File: src/rtl/fetch_pc_unit.sv
`default_nettype none
// ============================================================================
// Module   : fetch_pc_unit
// Brief    : Instruction-fetch stage. Owns the PC and the IF/ID register, and
//            applies EX-stage redirects from Branch_Unit. Optional fetch/branch
//            statistics are enabled by defining BRANCH_STATS_EN.
// Revision : 1.0 - initial release
// ============================================================================
module fetch_pc_unit #(
    parameter int                XLEN      = 32,
    parameter logic [XLEN-1:0]   RESET_PC  = '0,
    parameter logic [31:0]       NOP_INSTR = 32'h0000_0013
) (
    input  logic             clk,
    input  logic             rst,
    input  logic             NextPCSrc,
    input  logic [XLEN-1:0]  BrTarget,
    input  logic             StallF,
    input  logic [31:0]      InstrMem,
    output logic [XLEN-1:0]  PC,
    output logic [XLEN-1:0]  PC_D,
    output logic [XLEN-1:0]  PCInc_D,
    output logic [31:0]      Instr_D,
    output logic             Valid_D,
`ifdef BRANCH_STATS_EN
    output logic [31:0]      BrTakenCnt,
    output logic [31:0]      FetchCnt,
`endif
    output logic             FlushE
);

    localparam logic [XLEN-1:0] c_pc_step    = XLEN'(4);
    localparam logic [XLEN-1:0] c_align_mask = ~XLEN'(3);

    logic [XLEN-1:0] r_pc;
    logic [XLEN-1:0] r_pc_d;
    logic [XLEN-1:0] r_pcinc_d;
    logic [31:0]     r_instr_d;
    logic            r_valid_d;

    logic [XLEN-1:0] w_pc_inc;
    logic [XLEN-1:0] w_target;
    logic            w_load_valid;

    // Sequential increment wraps naturally modulo 2^XLEN.
    assign w_pc_inc     = r_pc + c_pc_step;
    assign w_target     = BrTarget & c_align_mask;
    assign w_load_valid = ~rst & ~NextPCSrc & ~StallF;

    always_ff @(posedge clk) begin
        if (rst) begin
            r_pc <= RESET_PC;
        end else if (NextPCSrc) begin
            r_pc <= w_target;
        end else if (!StallF) begin
            r_pc <= w_pc_inc;
        end
    end

    // A redirect squashes the wrong-path word even while the front end is stalled.
    always_ff @(posedge clk) begin
        if (rst || NextPCSrc) begin
            r_pc_d    <= '0;
            r_pcinc_d <= '0;
            r_instr_d <= NOP_INSTR;
            r_valid_d <= 1'b0;
        end else if (!StallF) begin
            r_pc_d    <= r_pc;
            r_pcinc_d <= w_pc_inc;
            r_instr_d <= InstrMem;
            r_valid_d <= 1'b1;
        end
    end

    assign PC      = r_pc;
    assign PC_D    = r_pc_d;
    assign PCInc_D = r_pcinc_d;
    assign Instr_D = r_instr_d;
    assign Valid_D = r_valid_d;
    assign FlushE  = NextPCSrc & ~rst;

`ifdef BRANCH_STATS_EN
    logic [31:0] r_br_taken_cnt;
    logic [31:0] r_fetch_cnt;

    always_ff @(posedge clk) begin
        if (rst) begin
            r_br_taken_cnt <= '0;
            r_fetch_cnt    <= '0;
        end else begin
            if (NextPCSrc && (r_br_taken_cnt != 32'hFFFF_FFFF)) begin
                r_br_taken_cnt <= r_br_taken_cnt + 32'd1;
            end
            if (w_load_valid && (r_fetch_cnt != 32'hFFFF_FFFF)) begin
                r_fetch_cnt <= r_fetch_cnt + 32'd1;
            end
        end
    end

    assign BrTakenCnt = r_br_taken_cnt;
    assign FetchCnt   = r_fetch_cnt;
`else
    logic w_unused;
    assign w_unused = w_load_valid;
`endif

endmodule
`default_nettype wire

File: config.mk
export PLATFORM = sky130hd
export DESIGN_NAME = fetch_pc_unit
export DESIGN_NICKNAME = d
export VERILOG_FILES = /design/src/rtl/fetch_pc_unit.sv
export SDC_FILE = /design/constraint.sdc
export NUM_CORES = 1
export LEC_CHECK = 0
export BUFFER_PORTS_ARGS = -buffer_cell sky130_fd_sc_hd__buf_2
export CELL_PAD_IN_SITES_DETAIL_PLACEMENT = 1
export CELL_PAD_IN_SITES_GLOBAL_PLACEMENT = 2
export CORE_ASPECT_RATIO = 0.6
export CORE_MARGIN = 2
export CORE_UTILIZATION = 30
export DETAILED_ROUTE_END_ITERATION = 10
export GPL_TIMING_DRIVEN = 1
export PLACE_DENSITY = 0.94
export SYNTH_ARGS = -nofsm -noshare
export SYNTH_HDL_FRONTEND = slang
export SYNTH_SLANG_ARGS = --single-unit
File: constraint.sdc
create_clock -name clk -period 4.75 [get_ports clk]
set_clock_uncertainty 0.15 [all_clocks]
set_input_delay 0 -clock clk [delete_from_list [all_inputs] [get_ports clk]]
set_output_delay 0 -clock clk [all_outputs]
set_load 0.05 [all_outputs]
Word level (Yosys, flattened, before mapping)
Index checks and enable logic that the tools add are counted.

Add/sub/neg operators: 1. Multipliers: 0. Divide/modulo/power cells: 0. Magnitude comparators: 0. Eq/ne operators: 1. Shifts and indexed selects: 0. Mux-type cells: 2. Bitwise operators: 2. Reductions and logical operators: 2.

Operators by type and width (count): 32-bit 2-to-1 mux (2); 32-bit by 3-bit adder with 32-bit output, second input constant (1); 2-bit != test, second input constant (1); 2-bit OR reduction (1); 1-bit AND (1); 1-bit logical OR (1); 1-bit inverter (1).

Flip-flop bits (word level): 129. Bits in latches: 0. RAM bits: 0. Memory bits (read-only): 0. Input port bits: 68. Output and inout port bits: 130. Word-level logic and storage cells: 14. Memories: 0.

Longest topological paths before layout
Depth after elaboration: 3. Mapped depth: 6.

Least setup slack after synthesis
OpenSTA, ideal clock, no wires.

Kind: register to register. From: reg r_pc[2], in the netlist PC[2]. To: reg r_pc[22], in the netlist PC[22]. Library setup time: 0.076 ns. Arrival time: 2.167 ns. Setup slack: 2.357 ns. Cell stages (with the launch flop): 7. Buffers on the path: 0. Cell sequence: dfxtp_1 -> ha_1 -> nand4_4 -> nor4_4 -> nand3_1 -> xor2_1 -> o22ai_1.

Word-level cells in the longest chain between the ends: 3.

Ends and longest elaborated chain: start: declaration (line 35) `logic [XLEN-1:0] r_pc;`; start signal: assignment (line 54) `r_pc <= w_target;`; start signal: assignment (line 56) `r_pc <= w_pc_inc;`; 32-bit by 3-bit adder with 32-bit output (line 46) `assign w_pc_inc = r_pc + c_pc_step;`; 32-bit 2-to-1 mux (line 55) `end else if (!StallF) begin`; 32-bit 2-to-1 mux (line 53) `end else if (NextPCSrc) begin`.

No other way between the ends. The select of a mux whose other input is x is not followed. A chain may end at the register's enable or synchronous reset.

Final worst setup path
From: in StallF. To: reg r_pc[4], in the netlist PC[4].

Word-level cells in the longest chain between the ends: 1.

Ends and longest elaborated chain: start: declaration (line 18) `input logic StallF,`; 2-bit != test (no source line).

No other way between the ends.

==> results_dict.tcl <==
set metrics [dict create \
    rows 37 \
    ctsResizeCount 0 \
    synth_top_area_cell "dfxtp_1" \
    grt_pass1_vias 5355 \
    synth_area_per_cell_um2 8.975 \
    fp.dieH_um 107.8 \
    worst_slew_pin_slew_ns 1.081 \
    vias 5180 \
    multiInputGateArea_um2 2661 \
    fmax_mhz 295.5 \
    ys_ff_latch 123 \
    holdPathStages 2 \
    critPathMaxFanout 51 \
    r2r_slack_ns 1.67 \
    max_stage_delay_ns 0.75 \
    path_cells "dlygate4sd3_1, buf_4, buf_4, nor2b_1, xnor2_1, nor2_1, a21oi_1, dlygate4sd3_1, nor2_1, dlygate4sd3_1" \
    final_core_util_pct 45.82 \
    ys_types 37 \
    grt_antenna_before_repair 0 \
    slew_viol_final 0 \
    drt-total-wl_um 19560 \
    crit_arrival_ns 3.53 \
    initial_core_util_pct 31.02 \
    clock-root-buffer "clkbuf_16" \
    hold_class "primary input to register" \
    vias_per_cell 4.692 \
    fin_nets 926 \
    synth_warnings 0 \
    setup_violations 0 \
    path_clk_slew_ns 0.06 \
    final_hold_viol_count 0 \
    areaGrowthSynthToFinish_pct 47.70 \
    critPathLaunchType "primary input" \
    htree_levels 4 \
    p_leak_nw 3.606 \
    hpwl_um 13020 \
    regArea_um2 2462 \
    syn_inst 600 \
    ys_seq_area_share_pct 45.72 \
    worstSetupPathType "primary input to register" \
    netlist_area_um2 5385 \
    rr_endpoint "PC[4]" \
    fin_tns_setup_ns 0 \
    synth_top_area_share_pct 45.72 \
    io_pins 198 \
    antenna_cells 0 \
    grt_overflow 0 \
    crit_buf_inv 5 \
    holdCritStartpoint "rst" \
    antenna_left 0 \
    drt-pass1-iter-count 5 \
    drc_errors 0 \
    r2r_start "PC[2]" \
    cp.required_ns 4.89 \
    min_period_ns 3.384 \
    max-vdd-ir-drop_uv 189.2 \
    rsz0062_at_grt "false" \
    holdPathEnd "PC[22]" \
    ys_top_cells_by_area "dfxtp_1 46%, mux2i_1 12%, nor2_1 7.0%, xor2_1 6.5%, a21oi_1 3.6%" \
    grt_pass1_wl_um 30550 \
    status "complete, no violations" \
    die-area_um2 19070 \
    cap_violations 0 \
    crit_slowest_cell "buf_4" \
    slew_headroom_pct 27.96 \
    crit_top_cell "dlygate4sd3_1" \
    clk_latency_ns 0.41 \
    drive_above_1_share_pct 27.59 \
    core-area_um2 17360 \
    cts_tree "built" \
    crit_path_end_kind "register" \
    reg2reg_depth 8 \
    drtIter0Drc 274 \
    path_delay_family "buffers and inverters" \
    numCtsBuffers 17 \
    wire_per_inst_um 17.72 \
    portBuffers 189 \
    period_share_pct 71.25 \
    grt_max_degree 52 \
    gp_congestion 0.7667 \
    power_density_nw_per_um2 364.7 \
    clk_path_buf_depth 2 \
    clkSinkCount 123 \
    track_usage_pct 20.95 \
    fp.dieW_um 177.0 \
    fillers 2098 \
]
## placed cells by master, fill, tap and decap left out, types with 4 or more instances in the layout
cell type,n
clkinvlp_4,4
o21ai_0,23
dfxtp_1,123
xor2_1,40
inv_1,6
clkinv_2,4
buf_2,188
a21oi_1,39
nor3_1,15
nand3_1,25
mux2i_1,64
a211oi_1,14
nand4_1,11
clkbuf_16,17
nor2_1,100
conb_1,6
xnor2_1,14
nand2_1,42
buf_4,6
dlygate4sd3_1,92
nor4_4,4
## layer usage
layer  up-vias  share of wire, %  GRT usage (%)
met3        11               6.1          5.226
met5         -                 0              0
met1      2470                49          29.37
li1       2541                 -              -
met2       158                44          32.27
met4         0              0.65          4.723
## synthesized netlist by cell type
cell / number
xnor2_1: 14
conb_1: 1
nand4_1: 11
nand3_1: 25
nor2_1: 100
buf_2: 14
a211oi_1: 14
nor4_4: 4
nand4_4: 1
inv_1: 6
nor3_1: 15
nor3_2: 2
nor4_2: 2
nor2b_1: 3
nand2_1: 42
o21ai_0: 23
o22ai_1: 1
nand3_4: 1
clkbuf_2: 3
and3_1: 2
xor2_1: 40
o21a_1: 2
nand3b_1: 1
or3_1: 1
nor4_1: 2
clkinv_1: 2
buf_4: 8
ha_1: 1
clkbuf_1: 26
nand3_2: 2
a21oi_1: 39
buf_1: 2
or2_2: 1
dfxtp_1: 123
nand2b_1: 1
mux2i_1: 64
a2111oi_2: 1
## cells by family after synthesis
family	synth area share (%)
buf+inv	5.204
fa+ha+maj	0.2323
flops	45.72
simple gates	19.70
other cells	0.06964
xor+xnor	8.783
compound gates	8.387
mux	11.90
## timing repair
item	CTS	global route
hold endpoints to repair	73	0
hold buffers	92	0
buffers inserted	0	0
endpoints found under the setup margin	0	0
## flip-flops by register name (all words and copies together), names as in the netlist
register / cells
Instr_D: 32
PCInc_D: 30
PC: 30
PC_D: 30
Valid_D: 1
## stage by stage
step                      area (um2)  hold WS (ns)  total power, mW  std cells  setup WS (ns)
after floorplan                 5404      -0.04138            1.416        605          2.357
after global placement          6432       0.06935            1.516        980          2.275
after detailed placement        6432       0.07901            1.523        980          2.212
after CTS                       7954      0.004103            2.927       1104          1.525
after global routing            7954       0.02256            3.014       1104          1.185
final                           7954       0.01959            2.901       1104          1.366
## where the power goes
| part | internal [mW] | leakage (nW) | switching [mW] | total [mW] |
|---|---|---|---|---|
| registers | 1.07 | 1.00 | 0.0574 | 1.13 |
| clock network | 0.824 | 0.285 | 0.506 | 1.33 |
| logic | 0.158 | 2.32 | 0.284 | 0.441 |
| total | 2.05 | 3.61 | 0.847 | 2.90 |
## final cells by class
class | count | share of cell area, %
clock buffers | 17 | 5.348
clock inverters | 15 | 2.202
inverters | 8 | 0.3775
flip-flops and latches | 123 | 30.96
multi-input cells | 421 | 33.46
repair buffers | 286 | 23.97
well taps | 234 | 3.681
## worst max-delay path by stage
| stage | slack, ns | depth (start not counted) | to | startpoint |
|---|---|---|---|---|
| 2_1_floorplan | 2.36 | 6 | PC[22] | PC[2] |
| 3_3_place_gp | 2.28 | 6 | PC[22] | PC[2] |
| 3_5_place_dp | 2.21 | 6 | PC[22] | PC[2] |
| 4_1_cts | 1.52 | 10 | PC[4] | StallF |
| 5_1_grt | 1.18 | 10 | PC[4] | StallF |
| 6_report | 1.37 | 10 | PC[4] | StallF |
Note: power is estimated with default switching activity, not from simulation.
